[config.mk]
export PLATFORM = sky130hd
export DESIGN_NAME = stream_mux_rr
export DESIGN_NICKNAME = d
export VERILOG_FILES = /design/src/rtl/stream_mux_pkg.sv /design/src/rtl/rr_pick.sv /design/src/rtl/stream_mux_rr.sv
export SDC_FILE = /design/constraint.sdc
export NUM_CORES = 1
export LEC_CHECK = 0
export CAP_MARGIN = 25
export CELL_PAD_IN_SITES_DETAIL_PLACEMENT = 0
export CELL_PAD_IN_SITES_GLOBAL_PLACEMENT = 1
export CORE_MARGIN = 4
export CORE_UTILIZATION = 24
export CTS_CLUSTER_SIZE = 30
export DETAILED_ROUTE_END_ITERATION = 10
export PLACE_DENSITY = 0.75
export SYNTH_ARGS = -nofsm -noshare
export SYNTH_HDL_FRONTEND = slang
export SYNTH_SLANG_ARGS = --single-unit
[constraint.sdc]
create_clock -name CLK -period 1.91 [get_ports CLK]
set_input_delay 0.2865 -clock CLK [delete_from_list [all_inputs] [get_ports CLK]]
set_output_delay 0.2865 -clock CLK [all_outputs]
set_load 0.02 [all_outputs]
[src/rtl/stream_mux_pkg.sv]
// Shared constants and helpers for the valid/ready stream multiplexer.
// Mode encodings and the select-width helper live here so sub-blocks agree.
package stream_mux_pkg;

    localparam int MODE_SELECT = 0;
    localparam int MODE_RR     = 1;

    // A 1-channel mux still needs a 1-bit select port.
    function automatic int sel_width(input int n);
        return (n > 1) ? $clog2(n) : 1;
    endfunction

endpackage

[src/rtl/rr_pick.sv]
// Rotating priority encoder: first asserted request at or after ptr_i, wrapping.
// Purely combinational; the caller owns the pointer register.
module rr_pick
    import stream_mux_pkg::*;
#(
    parameter int CHANNELS = 4,
    parameter int SEL_W    = sel_width(CHANNELS)
) (
    input  logic [CHANNELS-1:0] req_i,
    input  logic [SEL_W-1:0]    ptr_i,
    output logic [SEL_W-1:0]    gnt_idx_o,
    output logic                gnt_valid_o
);

    logic [SEL_W:0]   sum;
    logic [SEL_W-1:0] idx;

    // Walk offsets from farthest to nearest so the nearest request wins.
    always_comb begin
        gnt_idx_o   = '0;
        gnt_valid_o = 1'b0;
        sum         = '0;
        idx         = '0;
        for (int k = CHANNELS - 1; k >= 0; k--) begin
            sum = {1'b0, ptr_i} + (SEL_W+1)'(k);
            if (sum >= (SEL_W+1)'(CHANNELS)) begin
                sum = sum - (SEL_W+1)'(CHANNELS);
            end
            idx = sum[SEL_W-1:0];
            if (req_i[idx]) begin
                gnt_idx_o   = idx;
                gnt_valid_o = 1'b1;
            end
        end
    end

endmodule

[src/rtl/stream_mux_rr.sv]
// N-channel valid/ready stream mux with a registered output stage.
// MODE 0 grants the channel named by SEL; MODE 1 arbitrates round-robin.
module stream_mux_rr
    import stream_mux_pkg::*;
#(
    parameter int WIDTH    = 8,
    parameter int CHANNELS = 4,
    parameter int MODE     = MODE_SELECT,
    parameter int SEL_W    = sel_width(CHANNELS)
) (
    input  logic                      CLK,
    input  logic                      RST,
    input  logic [CHANNELS*WIDTH-1:0] IN_DATA,
    input  logic [CHANNELS-1:0]       IN_VALID,
    output logic [CHANNELS-1:0]       IN_READY,
    input  logic [SEL_W-1:0]          SEL,
    output logic [WIDTH-1:0]          OUT_DATA,
    output logic                      OUT_VALID,
    input  logic                      OUT_READY,
    output logic [SEL_W-1:0]          OUT_CH
);

    logic [WIDTH-1:0] out_data_q, out_data_d;
    logic [SEL_W-1:0] out_ch_q,   out_ch_d;
    logic             out_valid_q, out_valid_d;

    logic             load_en;
    logic             xfer;
    logic [SEL_W-1:0] grant_idx;
    logic             grant_valid;
    logic [WIDTH-1:0] grant_data;

    assign load_en = !out_valid_q || OUT_READY;
    assign xfer    = load_en && grant_valid && !RST;

    if (MODE == MODE_RR) begin : g_rr
        logic [SEL_W-1:0] ptr_q, ptr_d;
        logic             unused_sel;

        assign unused_sel = ^SEL;

        rr_pick #(
            .CHANNELS (CHANNELS),
            .SEL_W    (SEL_W)
        ) u_pick (
            .req_i       (IN_VALID),
            .ptr_i       (ptr_q),
            .gnt_idx_o   (grant_idx),
            .gnt_valid_o (grant_valid)
        );

        // Explicit compare keeps the wrap right for non-power-of-two CHANNELS.
        always_comb begin
            ptr_d = ptr_q;
            if (xfer) begin
                ptr_d = (grant_idx == SEL_W'(CHANNELS - 1)) ? '0 : grant_idx + SEL_W'(1);
            end
        end

        always_ff @(posedge CLK or posedge RST) begin
            if (RST) begin
                ptr_q <= '0;
            end else begin
                ptr_q <= ptr_d;
            end
        end
    end else begin : g_sel
        always_comb begin
            grant_idx   = SEL;
            grant_valid = 1'b0;
            if ({1'b0, SEL} < (SEL_W+1)'(CHANNELS)) begin
                grant_valid = IN_VALID[SEL];
            end
        end
    end

    always_comb begin
        grant_data = '0;
        for (int i = 0; i < CHANNELS; i++) begin
            if (grant_idx == SEL_W'(i)) begin
                grant_data = IN_DATA[i*WIDTH +: WIDTH];
            end
        end
    end

    always_comb begin
        IN_READY = '0;
        if (xfer) begin
            IN_READY[grant_idx] = 1'b1;
        end
    end

    // Without a grant the slot empties but the last word and channel are kept.
    always_comb begin
        out_data_d  = out_data_q;
        out_ch_d    = out_ch_q;
        out_valid_d = out_valid_q;
        if (load_en) begin
            out_valid_d = grant_valid;
            if (grant_valid) begin
                out_data_d = grant_data;
                out_ch_d   = grant_idx;
            end
        end
    end

    always_ff @(posedge CLK or posedge RST) begin
        if (RST) begin
            out_data_q  <= '0;
            out_ch_q    <= '0;
            out_valid_q <= 1'b0;
        end else begin
            out_data_q  <= out_data_d;
            out_ch_q    <= out_ch_d;
            out_valid_q <= out_valid_d;
        end
    end

    assign OUT_DATA  = out_data_q;
    assign OUT_CH    = out_ch_q;
    assign OUT_VALID = out_valid_q;

endmodule

Word level (Yosys, flattened, before mapping)
Cells that the tools add are included.
{"block": "totals", "regBits": 11, "in_bits": 41}
{"block": "op_classes", "order_cmp": 2, "n_eq_ne": 3, "muxes": 9, "n_reduce_logical": 8}
{"operator": "$mux W8", "count": 4}
{"operator": "$eq A2 B2 Y1 const B", "count": 2}
{"operator": "$mux W4", "count": 1}
{"operator": "$logic_and A1 B1 Y1", "count": 3}
{"operator": "$lt A2 B3 Y1 const B", "count": 1}
{"operator": "$bmux W1 S2", "count": 1}
{"operator": "$demux W1 S2", "count": 1}
{"operator": "$eq A2 B1 Y1 const B", "count": 1}
{"operator": "$ge A2 B1 Y1 const B", "count": 1}
{"operator": "$logic_not A1 Y1", "count": 2}
{"operator": "$logic_not A2 Y1", "count": 1}
{"operator": "$mux W1", "count": 2}
{"operator": "$reduce_and A2 Y1", "count": 1}
{"operator": "$logic_or A1 B1 Y1", "count": 1}

Depth between registers and ports, before layout
Gate-level depths: netlist of the first run.
{"block": "logic_depth", "ltp_word": 5, "mapped_depth": 6, "depth_no_buf": 4}

Least setup slack after synthesis of the first run
OpenSTA, ideal clock, no wires.
{"block": "synth_timing", "kind": "reg2out", "start": "reg out_valid_q (netlist: OUT_VALID)", "end": "out IN_READY[1]", "arrival_time_ps": 1699, "required_ps": 1623, "slack_ps": -75, "path_stages_with_launch": 4, "path_buffers": 0, "cell_sequence": "dfrtp_1 > nand2b_1 > or3b_4 > nor4b_1"}
{"block": "synth_via", "elab_chain_cells": 5}
{"element": "start, declared", "line_no": "stream_mux_rr.sv:25", "source": "logic out_valid_q, out_valid_d;"}
{"element": "start signal, assigned", "line_no": "stream_mux_rr.sv:115", "source": "out_valid_q <= out_valid_d;"}
{"element": "$logic_not A1 Y1", "line_no": "stream_mux_rr.sv:33", "source": "assign load_en = !out_valid_q || OUT_READY;"}
{"element": "$logic_or A1 B1 Y1", "line_no": "stream_mux_rr.sv:33"}
{"element": "$logic_and A1 B1 Y1 (2 in series)", "line_no": "stream_mux_rr.sv:34", "source": "assign xfer = load_en && grant_valid && !RST;"}
{"element": "$mux W4", "line_no": "stream_mux_rr.sv:88", "source": "if (xfer) begin"}
{"element": "end, declared", "line_no": "stream_mux_rr.sv:15", "source": "output logic [CHANNELS-1:0] IN_READY,"}
No other way between the ends.

Worst setup path after layout of the first run
Same ends and word-level chain as after synthesis.

==> impl_summary.log, run 1 <==
[metrics] result of the run: finished with violations
[metrics] failing checks: setup timing
[metrics] cell count of the worst reg-to-reg path: 6
[metrics] remaining global-route overflow: 0
[metrics] top post-synthesis cells by area: dfrtp_1 37%, mux2_4 18%, mux4_2 15%, mux4_1 11%, buf_6 3.0%
[metrics] initial antenna violation count: 0
[metrics] Critical Path Sink Type: primary output
[metrics] maximum fanout encountered on the critical timing path: 3
[metrics] Register-to-Register Setup Slack: about 110 ps
[metrics] H-tree depth reported by CTS: 1
[metrics] final slew viol count: 0
[metrics] Final Total Pwr: approximately 940 uW
[metrics] worst-case clock buffer depth: 2
[metrics] global-route wire length before repair: ~3400 um
[metrics] Syn Std Cell Area: 742 um2
[metrics] switching component of the power: 277 uW
[metrics] Final Cycle Share: 1.00
[metrics] dominant synthesized flop cell: dfrtp_1
[metrics] critical path buffer and inverter count: 1
[metrics] area share of the largest cell type after synthesis: 0.371
[metrics] final wirelength: 2140 um
[metrics] per-instance average area after synthesis: ~15 um2
[metrics] initial drt markers: 14
[metrics] count of state elements after synthesis: 11
[metrics] pin count of the biggest net entering global routing: 12
[metrics] total of buffers placed on input and output ports: 55
[metrics] post-DR wirelength/cell: about 14 um
[metrics] # placed instances: between 100 and 150
[metrics] power per standard cell area: 651 nW/um2
[metrics] final hold violation count: 0
[metrics] cell leakage power: 0.000668 uW
[metrics] terminus of the critical flop-to-flop path: OUT_DATA[5]$_DFFE_PP0P_
[metrics] die outline height: 63.6 um
[metrics] IR drop worst, VDD: 0.245 mV
[metrics] Yosys warnings: 0
[metrics] sequential fraction of the synthesis area: 0.371
[metrics] commonest cells in the synthesized netlist: 11 x dfrtp_1, 9 x mux2_4, 5 x mux4_2, 4 x nand2_1, 3 x mux4_1
[metrics] cell type with the largest total area after synthesis: dfrtp_1
[metrics] worst hold-check path type: flip-flop to flip-flop
[metrics] Max Freq: 0.521 GHz
[metrics] number of remaining DRC errors: 0
[metrics] startpoint class of the critical path: flip-flop
[metrics] cells after synthesis: 49
[metrics] die outline width: 63.6 um
[metrics] total of hold buffers inserted after clock tree synthesis: 0
[metrics] slowest cell on the critical path: dfrtp_1
[metrics] required time of the worst setup path: 1620 ps
[metrics] Floorplan Core Area: around 2900 um2
[metrics] normalized max-slew margin: 0.723
[metrics] area added between synthesis and finish: 95.6%
[metrics] Largest delay share family, worst path: simple AND/OR/NAND/NOR gates
[metrics] boundary pin count: 56
[metrics] unrepaired setup endpoints after global routing: yes
[metrics] net count reported at finish: 159
[metrics] max-capacitance violation count: 0
[metrics] origin of the critical flop-to-flop path: OUT_VALID$_DFFE_PP0P_
[metrics] design area: 1450 um2
[metrics] final worst-path setup slack: -7.86 ps
[metrics] most numerous cell in the Yosys netlist: dfrtp_1
[metrics] number of global-route vias before repair: around 740
[metrics] Post-synth EDFFs: 0
[metrics] sink of the worst hold path: OUT_CH[1]$_DFFE_PP0P_
[metrics] first-pass iteration count of the detailed router: 2
[metrics] Final Wtd Congestion: 0.643
[metrics] Post-synth ARST share: 1.00
[metrics] combined global-route utilization of all metal layers: 0.108
[metrics] Antenna Violating Nets Remaining: 0
[metrics] DP HPWL: 1680 um
[metrics] post-DR vias/cell: 4.71
[metrics] post-detailed-placement cell area: 1380 um2
[metrics] buffer cell driving the clock tree root: clkbuf_4
[metrics] Clk network pwr share: 0.163
[metrics] switching share of total power: 0.293
[metrics] worst stage delay on the critical path: 420 ps
[metrics] Rows: 19
[metrics] post-route clock skew: 0.567 ps
[metrics] portion of total power attributed to sequential cells: 0.340
[metrics] share of post-route cells with drive strength above 1: 0.350
[metrics] Worst Hold Depth: 2
[metrics] count of non-filler cells in the finished layout: 148
[metrics] final setup fails: 1
[metrics] data arrival time of the critical path: 1630 ps
[metrics] TritonCTS Buffers: 3
[metrics] Ant. Diodes: 0
[metrics] total vias in the final route: between 600 and 700
[metrics] internal power: 668 uW
[metrics] Distinct cells, synth: 18
[metrics] final worst path period need: 1920 ps
[metrics] clock sinks: 11
[metrics] startpoint of the most critical hold path: OUT_CH[1]$_DFFE_PP0P_
[metrics] cells traversed along the worst timing path: nand2b_4 -> or3b_4 -> nor4b_4 -> buf_4
[metrics] clock tree from TritonCTS: done
[metrics] worst slew pin tran: 415 ps
[metrics] Starting Density: 0.260
[metrics] Worst-path clk slew: 70 ps
[metrics] worst-skew pair later-pin latency: 260 ps
[metrics] part of the power in combinational logic: 0.497
[metrics] area of the die: 4040 um2
[metrics] Post-Synthesis Net Count: 90
[metrics] critical setup path kind: flip-flop to primary output
-- sequential cells by signal, summed over array words and instances, names as in the netlist --
register and count:
OUT_DATA 8, OUT_CH 2, OUT_VALID 1
-- repair_timing --
action                     4_1_cts  5_1_grt
setup buffers                    0        3
gates resized for setup         23        7
pin swaps                        0        2
setup endpoints to repair        4        4
-- worst reg2reg max path, cell delays in order, from the launching register on --
cell and delay (ps):
dfrtp_1 420, nand2b_4 90, or3b_4 410, buf_4 150, buf_4 120, and2_4 190, mux2_4 310
-- layer usage --
layer | vias to the layer above | GRT usage | wire (um)
li1 | 330 | - | -
met1 | 338 | 0.116 | 792
met2 | 27 | 0.189 | 1150
met3 | 2 | 0.0426 | 192
met4 | 0 | 0.0404 | 9
met5 | - | 0 | 0
-- layout by cell type, fill, tap and decap left out, drive strengths merged --
master and n:
mux4 8, dlygate4sd2 1, o21ai 1, buf 17
dfrtp 11, mux2 10, or3b 1, nor4 2
mux2i 1, clkdlybuf4s50 46, nand2 4, nand2b 1
nor4b 2, nand3 1, dlymetal6s2s 4, and2 1
inv 2, clkbuf 4
-- layout make-up --
class | count | area [um2]
timing repair buffer | 68 | 639
sequential | 11 | 275
tap | 31 | 38.8
multi-input combinational | 32 | 464
clock buffer | 4 | 26.3
inverter | 2 | 7.51
fill | 277 | 1400
-- kinds of logic after synthesis --
kind of cell / share of synthesized area
compound gates: 0.00674
mux: 0.469
simple gates: 0.103
buf+inv: 0.0506
flops: 0.371
-- through the flow --
| stage | hold slack, ps | setup TNS (ps) | util | setup WS, ps |
|---|---|---|---|---|
| 4_1_cts | 499 | -43.1 | 0.490 | -24.9 |
| 2_1_floorplan | 139 | 0 | - | 27.3 |
| 6_report | 490 | -7.86 | 0.509 | -7.86 |
| 5_1_grt | 517 | -134 | 0.509 | -78.3 |
| 3_3_place_gp | 464 | -4180 | 0.485 | -569 |
| 3_5_place_dp | 478 | -4220 | 0.485 | -621 |
-- power by group through the flow --
stage | Combinational (uW) | Clock, uW | Sequential (uW)
6_report | 470 | 154 | 321
5_1_grt | 498 | 174 | 332
4_1_cts | 467 | 164 | 320
3_5_place_dp | 465 | 0 | 324
3_3_place_gp | 461 | 0 | 323
2_1_floorplan | 159 | 0 | 395
-- worst max path at each step --
stage / start / to / slack (ps) / cells past startpoint
after floorplan: OUT_VALID$_DFFE_PP0P_ / IN_READY[0] / 30 / 3
after global placement: SEL[0] / IN_READY[1] / -570 / 5
after detailed placement: SEL[0] / IN_READY[1] / -620 / 5
after CTS: OUT_READY / IN_READY[1] / -20 / 5
after global routing: OUT_VALID$_DFFE_PP0P_ / IN_READY[1] / -80 / 4
final: OUT_VALID$_DFFE_PP0P_ / IN_READY[1] / -8 / 4
No activity file was read; power rests on OpenSTA's default activity.
==> inputs of run 2 (changes only) <==
--- a/config.mk
+++ b/config.mk
@@ -10,3 +10,2 @@
 export CELL_PAD_IN_SITES_GLOBAL_PLACEMENT = 1
-export CORE_MARGIN = 4
 export CORE_UTILIZATION = 24
==> constraint.sdc (replaced) <==
create_clock -name CLK -period 1.91 [get_ports CLK]
set_input_delay 0.191 -clock CLK [delete_from_list [all_inputs] [get_ports CLK]]
set_output_delay 0.191 -clock CLK [all_outputs]
set_load 0.02 [all_outputs]
==> impl_summary.log, run 2 (synthesized netlist as in run 1, its figures left out) <==
[metrics] internal power: 659 uW
[metrics] worst slew pin tran: 422 ps
[metrics] total of hold buffers inserted after clock tree synthesis: 0
[metrics] Final Total Pwr: 929 uW
[metrics] number of global-route vias before repair: 736
[metrics] boundary pin count: 56
[metrics] post-detailed-placement cell area: about 1400 um2
[metrics] Final Cycle Share: 0.951
[metrics] final wirelength: 1950 um
[metrics] worst stage delay on the critical path: 500 ps
[metrics] area of the die: 3320 um2
[metrics] most common cell after layout, fill and taps aside: clkdlybuf4s50_1
[metrics] Register-to-Register Setup Slack: 280 ps
[metrics] first-pass iteration count of the detailed router: 6
[metrics] part of the power in combinational logic: 0.490
[metrics] required time of the worst setup path: around 1700 ps
[metrics] DP HPWL: 1570 um
[metrics] cell count of the worst reg-to-reg path: 5
[metrics] max-capacitance violation count: 0
[metrics] cell leakage power: 0.000604 uW
[metrics] remaining global-route overflow: 0
[metrics] buffer cell driving the clock tree root: clkbuf_4
[metrics] Floorplan Core Area: between 2000 and 3000 um2
[metrics] # fillers: 255
[metrics] Rows: 19
[metrics] critical setup path kind: input pin to primary output
[metrics] # placed instances: 139
[metrics] Antenna Violating Nets Remaining: 0
[metrics] Starting Density: 0.260
[metrics] Worst-path clk slew: 70 ps
[metrics] startpoint class of the critical path: input pin
[metrics] origin of the critical flop-to-flop path: OUT_VALID$_DFFE_PP0P_
[metrics] final worst path period need: 1820 ps
[metrics] maximum fanout encountered on the critical timing path: 12
[metrics] post-DR wirelength/cell: 13.6 um
[metrics] die outline height: 57.6 um
[metrics] die outline width: around 58 um
[metrics] slowest cell on the critical path: clkdlybuf4s50_1
[metrics] clock tree from TritonCTS: done
[metrics] cells traversed along the worst timing path: clkdlybuf4s50_1 -> buf_4 -> inv_1 -> nor4_1 -> dlygate4sd2_1
[metrics] core utilization of the finished layout: 0.484
[metrics] total vias in the final route: 669
[metrics] result of the run: finished with violations
[metrics] sequential cell area: ~280 um2
[metrics] post-DR vias/cell: 4.68
[metrics] H-tree depth reported by CTS: 1
[metrics] area added between synthesis and finish: 86.0%
[metrics] Ant. Diodes: 0
[metrics] share of post-route cells with drive strength above 1: 0.286
[metrics] commonest cells after routing, fill and taps aside: 50 x clkdlybuf4s50_1, 11 x dfrtp_1, 9 x mux2_4
[metrics] failing checks: DRC
[metrics] portion of total power attributed to sequential cells: 0.342
[metrics] post-route clock skew: 0.830 ps
[metrics] IR drop worst, VDD: approximately 0.23 mV
[metrics] initial drt markers: 8
[metrics] final setup fails: 0
[metrics] data arrival time of the critical path: roughly 1600 ps
[metrics] Clk network pwr share: 0.168
[metrics] initial antenna violation count: 0
[metrics] power per standard cell area: 673 nW/um2
[metrics] terminus of the critical flop-to-flop path: OUT_DATA[1]$_DFFE_PP0P_
[metrics] worst-skew pair later-pin latency: 260 ps
[metrics] unrepaired setup endpoints after global routing: no
[metrics] worst hold-check path type: input pin to asynchronous set/reset pin
[metrics] pin count of the biggest net entering global routing: 13
[metrics] final hold violation count: 0
[metrics] Critical Path Sink Type: primary output
[metrics] final slew viol count: 0
[metrics] Max Freq: 0.550 GHz
[metrics] worst-case clock buffer depth: 2
[metrics] global-route wire length before repair: 3190 um
[metrics] number of remaining DRC errors: 2
[metrics] Final Wtd Congestion: 0.630
[metrics] design area: around 1400 um2
[metrics] net count reported at finish: around 150
[metrics] TritonCTS Buffers: 3
[metrics] switching component of the power: between 200 and 300 uW
[metrics] Largest register FFs: 8
[metrics] count of non-filler cells in the finished layout: 143
[metrics] total of buffers placed on input and output ports: 55
[metrics] combined global-route utilization of all metal layers: 0.128
[metrics] clock sinks: 11
[metrics] normalized max-slew margin: 0.718
[metrics] switching share of total power: 0.291
[metrics] total area of multi-input combinational cells: about 440 um2
## run 2: layout make-up
type	instances	area share
flip-flops and latches	11	0.199
well taps	31	0.0281
inverters	2	0.00544
multi-input cells	32	0.316
clock buffers	4	0.0190
repair buffers	63	0.432
## run 2: power groups by stage
stage | registers, uW | logic, uW | clock network (uW)
6_report | 318 | 455 | 156
5_1_grt | 325 | 483 | 177
4_1_cts | 319 | 462 | 166
3_5_place_dp | 322 | 460 | 0
3_3_place_gp | 324 | 453 | 0
2_1_floorplan | 395 | 158 | 0
## run 2: through the flow
step           setup TNS [ps]  setup slack, ps  hold WS (ps)
3_3_place_gp            -2620             -438           479
6_report                    0             92.9           364
3_5_place_dp            -2690             -463           461
4_1_cts                     0             8.21           377
2_1_floorplan               0             20.1          43.4
5_1_grt                     0             30.1           425
## run 2: how the worst max path moves through the flow
stage	startpoint	to	depth (start not counted)
after global placement	SEL[0]	IN_READY[1]	5
after CTS	SEL[0]	IN_READY[3]	5
after detailed placement	SEL[0]	IN_READY[1]	5
final	SEL[1]	IN_READY[2]	5
after global routing	SEL[1]	IN_READY[2]	5
after floorplan	OUT_VALID$_DFFE_PP0P_	IN_READY[1]	3
## run 2: per-layer routing
metal,vias up,wire [um],track usage
met5,-,0,0
met4,0,4,0.0523
met3,2,165,0.0476
met2,25,1030,0.231
met1,324,749,0.134
li1,318,-,-
## run 2: worst max-delay path, delay by kind of cell
kind	cells	cell delay [ps]
simple gates	1	260
buf+inv	4	1180
## run 2: timing repair
| item | 4_1_cts | 5_1_grt |
|---|---|---|
| pin swaps | 0 | 0 |
| setup endpoints to repair | 4 | 3 |
| buffers inserted | 0 | 0 |
| resized for setup | 13 | 4 |
